File: config.mk
export PLATFORM = sky130hd
export DESIGN_NAME = fsic_io_serdes_tx_serializer
export DESIGN_NICKNAME = d
export VERILOG_FILES = /design/src/rtl/fsic_io_serdes_tx_serializer.sv
export SDC_FILE = /design/constraint.sdc
export NUM_CORES = 1
export LEC_CHECK = 0
export ABC_AREA = 0
export BUFFER_PORTS_ARGS = -buffer_cell sky130_fd_sc_hd__buf_2
export CORE_UTILIZATION = 56
export CTS_CLUSTER_SIZE = 30
export DETAILED_ROUTE_END_ITERATION = 16
export GPL_ROUTABILITY_DRIVEN = 0
export PLACE_DENSITY = 0.92
export SYNTH_ARGS = -nofsm -noshare
export SYNTH_HDL_FRONTEND = slang
export SYNTH_SLANG_ARGS = --single-unit
File: constraint.sdc
create_clock -name ioclk -period 4 [get_ports ioclk]
set_input_delay 0.4 -clock ioclk [delete_from_list [all_inputs] [get_ports ioclk]]
set_output_delay 0.4 -clock ioclk [all_outputs]
set_load 0.02 [all_outputs]
File: src/rtl/fsic_io_serdes_tx_serializer.sv
// fsic_io_serdes_tx_serializer: ioclk-domain TX serializer with phase-lock qualification.
//   Checks that phase_cnt_in advances by one (mod pCLK_RATIO) every ioclk, locks after
//   pLOCK_CNT consecutive good wraps to zero, captures one parallel word per coreclk at
//   pLOAD_PHASE and shifts it out pLANES bits per ioclk. A training frame is sent while
//   unlocked.
// Ports:
//   ioclk          serializer clock
//   axis_rst       asynchronous active-high reset
//   phase_cnt_in   coreclk phase from the upstream phase counter
//   tx_word_in     parallel word (coreclk domain), with tx_word_vld_in as its valid
//   clear_err      synchronous clear of err_cnt_out (wins over an increment)
//   txd_out        current lane slice, slice 0 first
//   tx_frame_out   high while txd_out carries slice 0
//   lock_out       high while locked
//   lock_lost_out  one-cycle pulse when lock is lost
//   err_cnt_out    saturating count of phase errors seen while locked
module fsic_io_serdes_tx_serializer #(
    parameter int pCLK_RATIO  = 4,
    parameter int pLANES      = 12,
    parameter int pLOAD_PHASE = 1,
    parameter int pLOCK_CNT   = 4,
    localparam int PW = $clog2(pCLK_RATIO),
    localparam int W  = pLANES * pCLK_RATIO
) (
    input  logic              ioclk,
    input  logic              axis_rst,
    input  logic [PW-1:0]     phase_cnt_in,
    input  logic [W-1:0]      tx_word_in,
    input  logic              tx_word_vld_in,
    input  logic              clear_err,
    output logic [pLANES-1:0] txd_out,
    output logic              tx_frame_out,
    output logic              lock_out,
    output logic              lock_lost_out,
    output logic [7:0]        err_cnt_out
);
    localparam int GW = $clog2(pLOCK_CNT + 1);
    localparam logic [1:0] UNLOCK = 2'd0, CHECK = 2'd1, LOCKED = 2'd2;
    // Training word: slice 0 all ones, remaining slices zero.
    localparam logic [W-1:0] TRAIN = W'({pLANES{1'b1}});

    logic [1:0]    state;
    logic [PW-1:0] prev_ph, slot;
    logic          prev_vld;
    logic [GW-1:0] good_cnt;
    logic [W-1:0]  shreg;
    logic          good, mismatch, lost, load;

    assign good     = prev_vld && (phase_cnt_in == prev_ph + PW'(1));
    assign mismatch = prev_vld && !good;
    assign lost     = (state == LOCKED) && mismatch;
    assign load     = phase_cnt_in == PW'(pLOAD_PHASE);

    assign txd_out      = shreg[pLANES-1:0];
    assign tx_frame_out = slot == '0;
    assign lock_out     = state == LOCKED;

    always_ff @(posedge ioclk or posedge axis_rst) begin
        if (axis_rst) begin
            state         <= UNLOCK;
            prev_ph       <= '0;
            prev_vld      <= 1'b0;
            good_cnt      <= '0;
            shreg         <= '0;
            slot          <= PW'(pCLK_RATIO - 1);
            lock_lost_out <= 1'b0;
            err_cnt_out   <= '0;
        end else begin
            prev_ph       <= phase_cnt_in;
            prev_vld      <= 1'b1;
            lock_lost_out <= lost;
            err_cnt_out   <= clear_err ? 8'd0 :
                             (lost && err_cnt_out != 8'hFF) ? err_cnt_out + 8'd1 : err_cnt_out;
            // Any state other than CHECK/LOCKED (incl. illegal codes) restarts qualification;
            // the first sample after reset only seeds prev_ph.
            if (state != CHECK && state != LOCKED) begin
                state    <= CHECK;
                good_cnt <= '0;
            end else if (mismatch) begin
                state    <= CHECK;
                good_cnt <= '0;
            end else if (state == CHECK && good && phase_cnt_in == '0) begin
                if (good_cnt == GW'(pLOCK_CNT - 1)) begin
                    state    <= LOCKED;
                    good_cnt <= '0;
                end else begin
                    good_cnt <= good_cnt + GW'(1);
                end
            end
            if (load) begin
                shreg <= (state == LOCKED) ? (tx_word_vld_in ? tx_word_in : '0) : TRAIN;
                slot  <= '0;
            end else begin
                shreg <= shreg >> pLANES;
                slot  <= (slot == PW'(pCLK_RATIO - 1)) ? slot : slot + PW'(1);
            end
        end
    end
endmodule

=== Word-level counts from Yosys, hierarchy flattened ===
Cells that the tools add are included.

* Flip-flop bits (word level): 67
* Bits of input ports: 54
* Output and inout bits: 23
* Word-level logic and storage cells: 51

* Add/sub/neg operators: 4
* Eq/ne operators: 10
* Multiplexer cells: 15
* Reductions and logical operators: 14

{| class="wikitable"
|+ Operators by type and width
! cell !! number
|-
| $mux 48 || 3
|-
| $mux 8 || 2
|-
| $mux 2 || 6
|-
| $mux 3 || 4
|-
| $add 8x1->8 const B || 1
|-
| $ne 8x8->1 const B || 1
|-
| $logic_and 1x1->1 || 7
|-
| $reduce_bool 3->1 || 2
|-
| $add 2x1->2 const B || 2
|-
| $eq 2x1->1 const B || 2
|-
| $eq 2x2->1 const B || 2
|-
| $logic_not 2->1 || 2
|-
| $ne 2x2->1 const B || 2
|-
| $add 3x1->3 const B || 1
|-
| $eq 3x2->1 const B || 1
|-
| $eq 2x2->1 || 1
|-
| $ne 2x1->1 const B || 1
|-
| $reduce_and 2->1 || 1
|-
| $reduce_bool 2->1 || 1
|-
| $logic_not 1->1 || 1
|}

=== Logic depth before layout (Yosys ltp) ===
* Depth in word-level cells: 9
* Mapped depth: 6
* Gate-level depth less buffers: 6

=== Worst setup path after synthesis ===
No wires, ideal clock.

* Kind: register to register
* From: reg state[0]
* To: reg err_cnt_out[5]
* Setup time: 0.128 ns
* Arrival time: 1.629 ns
* Data required time: 3.872 ns
* Path slack: 2.244 ns
* Stages on the path, launching flop included: 6
* Buffers on the path: 0
* Period minus slack after synthesis: 1.756 ns
* Cell sequence: dfrtp_1 -> inv_1 -> ha_1 -> nand2_1 -> nor4b_1 -> mux2_1

* Cells in the longest elaborated chain, start to end: 4

{| class="wikitable"
|+ RTL lines
! element !! RTL line !! text
|-
| start: declaration || 42 || <nowiki>logic [1:0] state;</nowiki>
|-
| start signal: assignment || 60 || <nowiki>state <= UNLOCK;</nowiki>
|-
| start signal: assignment || 77 || <nowiki>state <= CHECK;</nowiki>
|-
| start signal: assignment || 80 || <nowiki>state <= CHECK;</nowiki>
|-
| $eq 2x2->1 || n/a ||
|-
| net lock_out || 33 || <nowiki>output logic lock_out,</nowiki>
|-
| $logic_and 1x1->1 || 51 || <nowiki>assign lost = (state == LOCKED) && mismatch;</nowiki>
|-
| $logic_and 1x1->1 || 73 || <nowiki>(lost && err_cnt_out != 8'hFF) ? err_cnt_out + 8'd1 : err_cnt_out;</nowiki>
|-
| $reduce_bool 2->1 (no line) || n/a ||
|-
| end signal: assignment || 72 || <nowiki>err_cnt_out <= clear_err ? 8'd0 :</nowiki>
|-
| end: declaration || 35 || <nowiki>output logic [7:0] err_cnt_out</nowiki>
|}

The timed path passes the listed nets, and every way through them passes these cells.
A chain may end at the register's enable or synchronous reset.

=== Worst setup path after layout ===
* From: reg state[0]
* To: reg shreg[25]

* Cells in the longest elaborated chain, start to end: 3

{| class="wikitable"
|+ RTL lines
! element !! RTL line !! text
|-
| $eq 2x2->1 || 91 || <nowiki>shreg <= (state == LOCKED) ? (tx_word_vld_in ? tx_word_in : '0) : TRAIN;</nowiki>
|-
| $mux 48 || 91 ||
|-
| $mux 48 || 90 || <nowiki>if (load) begin</nowiki>
|-
| end signal: assignment || 91 ||
|-
| end signal: assignment || 94 || <nowiki>shreg <= shreg >> pLANES;</nowiki>
|-
| end: declaration || 46 || <nowiki>logic [W-1:0] shreg;</nowiki>
|}

Every way passes these cells.

==> out/metrics.csv <==
metric,value,unit
post_cts_buffers,0,
grt.overflow.total,0,
root_buffer,clkbuf_8,
power.leakage,1.741,nW
syn_avg_cell_area,11.48,sq um
seq_area_frac_synth,59.20,%
dp.cells,367,
portBuffers,76,
wire_per_inst,13.93,um
synthToLayoutAreaGrowth,18.48,%
rows,25,
critPathMaxStageDelay,0.97,ns
irDropWorstVdd,0.0002726,V
grt_max_degree,37,
crit_path_top_delay_cell,and3_1,
critPathLaunchType,flip-flop,
cts_buffers,9,
path_cells,inv_1 -> ha_1 -> and3_1 -> a22o_1,
worst_hold_path_type,input pin to asynchronous set/reset pin,
worstSkewPairLatency,0.33,ns
viasPerCell,5.290,
hold_viol_final,0,
power-per-cell-area,414.3,mW/mm^2
synth-seq-cells,67,
synthArstFlopShare,100.0,%
yosys_most_used_dff,dfrtp_1,
path_class,flip-flop to flip-flop,
antenna_cells,0,
netlist_top_cells_area,"dfrtp_1 (57%), a22o_1 (7.4%), nor2_1 (3.4%)",
vias,2026,
worst_slew_pin_slew,1.074,ns
grt.total_usage,22.47,%
relSlewSlack,28.39,%
grt_pass1_vias,1994,
fin_area,0.003361,sq mm
status,"complete, no violations",
io_pins,77,
fin_cells,383,
nets,371,
synth_fp_nets,307,
netlist_area,0.002836,sq mm
endpoint_kind,flip-flop,
synth_edf_count,0,
antenna_left,0,
finalWirelength,5334,um
ctsHtreeMaxLevel,3,
clkTransAtPathRegs,0.07,ns
dpl_cell_area,0.003172,sq mm
crit_required,4.26,ns
die_area,0.005354,sq mm
synth_top_area_cell,dfrtp_1,
yosysWarnings,0,
syn-instance-count,247,
grt_pass1_wl,8749,um
die_y,73.17,um
core_area,0.004786,sq mm
cap_violations,0,
hpwl,3765,um
drc,0,
cts_sinks,67,
drtIter0Drc,155,
synth_top_area_share,57.34,%
final.setup_skew,0.007430,ns
antenna_found_initial,0,
hold_buffers,0,
cts_max_path_buffers,2,
synth.distinct_cells,37,
cts_tree,yes,
final.period_utilization,56.07,%
dr.pass1.iters,4,
critPathMaxFanout,36,
drive_above_1_share,31.96,%
slew_violations,0,
achievable-frequency,445.8,MHz
crit_arrival,2.51,ns
rsz0062_at_grt,no,
r2r_setup_slack,1.76,ns
fin_util,70.22,%
cts.repair.resized,0,
die_width,73.17,um
setup_viol,0,
fin_crit,2.243,ns
total_power,1.392,mW
tns,0,ns
start_util,59.27,%
-- sequential cells by signal (all words and copies together) (netlist names) --
| signal | flops |
|---|---|
| prev_vld | 1 |
| slot | 2 |
| err_cnt_out | 8 |
| prev_ph | 2 |
| lock_lost_out | 1 |
| shreg | 48 |
| state | 2 |
| good_cnt | 3 |
-- through the flow --
stage / setup slack, ns / hold WS [ns]
final: 1.757 / 0.1790
after CTS: 1.774 / 0.1906
after floorplan: 1.920 / 0.4314
after global routing: 1.571 / 0.2243
after detailed placement: 1.786 / 0.4563
after global placement: 1.871 / 0.4515
-- critical path, delay by kind of cell (launching register included) --
kind	cells	cell delay [ns]
buf+inv	1	0.08
simple gates	1	0.97
fa+ha+maj	1	0.48
flops	1	0.39
compound gates	1	0.25
-- final cells by class --
type                    count  area [sq um]
repair buffers             78         395.4
fillers                   337          1425
inverters                   7         26.28
flip-flops and latches     67          1679
clock buffers              13         148.9
well taps                  67         83.83
multi-input cells         148         987.2
clock inverters             3         40.04
-- logic make-up (layout without fill, tap and decap cells) --
group / after synthesis / after routing / synth area share [%]
buffers and inverters: 32 / 101 / 5.999
DFF: 67 / 67 / 59.20
muxes: 9 / 9 / 3.529
and+or+nand+nor: 80 / 80 / 13.81
other: 1 / 1 / 0.1322
xor gates and xnor gates: 2 / 2 / 0.8824
AOI/OAI and AO/OA: 50 / 50 / 13.81
adders and majority gates: 6 / 6 / 2.647
-- final timing paths --
| check | depth (start not counted) | end | start |
|---|---|---|---|
| max in group asynchronous | 3 | slot[1]$_DFFE_PP1P_ | axis_rst |
| hold reg to reg | 1 | shreg[26]$_DFF_PP0_ | shreg[38]$_DFF_PP0_ |
| hold / removal | 2 | prev_ph[1]$_DFF_PP0_ | axis_rst |
| setup / recovery | 4 | shreg[25]$_DFF_PP0_ | state[0]$_DFFE_PP0P_ |
| min in group ioclk | 1 | prev_ph[0]$_DFF_PP0_ | phase_cnt_in[0] |
| setup reg to reg | 4 | shreg[25]$_DFF_PP0_ | state[0]$_DFFE_PP0P_ |
-- routing by layer --
layer / vias to the layer above / track usage [%] / share of wire [%] / wire length [um]
met2: 73 / 36.21 / 50 / 2676
met1: 979 / 27.49 / 42 / 2222
met5: - / 0 / 0 / 0
met4: 0 / 10.89 / 1.4 / 77
li1: 966 / - / - / -
met3: 8 / 7.044 / 6.7 / 357
-- report_power, final --
part           total [mW]  switching [mW]  leakage, nW  internal, mW
registers           0.715          0.0120        0.904         0.703
clock network       0.533           0.229       0.0974         0.304
logic               0.144          0.0858        0.740        0.0581
-- Yosys cell counts, types with 2 or more instances --
cell type,instances
a311oi_1,3
dfrtp_1,65
mux2_2,3
dfstp_2,2
nor2_1,26
buf_2,4
nand2b_1,5
buf_4,12
a31oi_1,15
nand3_1,2
o21ai_0,2
mux2i_1,3
nor2b_1,7
mux2_1,2
and3_1,3
nor4_1,2
clkbuf_1,8
inv_1,7
a22o_1,24
nand2_1,18
ha_1,6
and2_1,13
-- cell usage in the layout, fill, tap and decap left out, types with 2 or more instances in the layout --
master,count
buf_2,76
dfrtp_1,65
nor2_1,26
a22o_1,24
nand2_1,18
a31oi_1,15
and2_1,13
clkbuf_8,10
nor2b_1,7
inv_1,6
ha_1,6
nand2b_1,5
and3_1,3
mux2_2,3
mux2i_1,3
a311oi_1,3
clkbuf_1,3
o21ai_0,2
mux2_1,2
nand3_1,2
nor4_1,2
clkinv_2,2
buf_4,2
dfstp_2,2
Power figures use the tool's default switching activity.
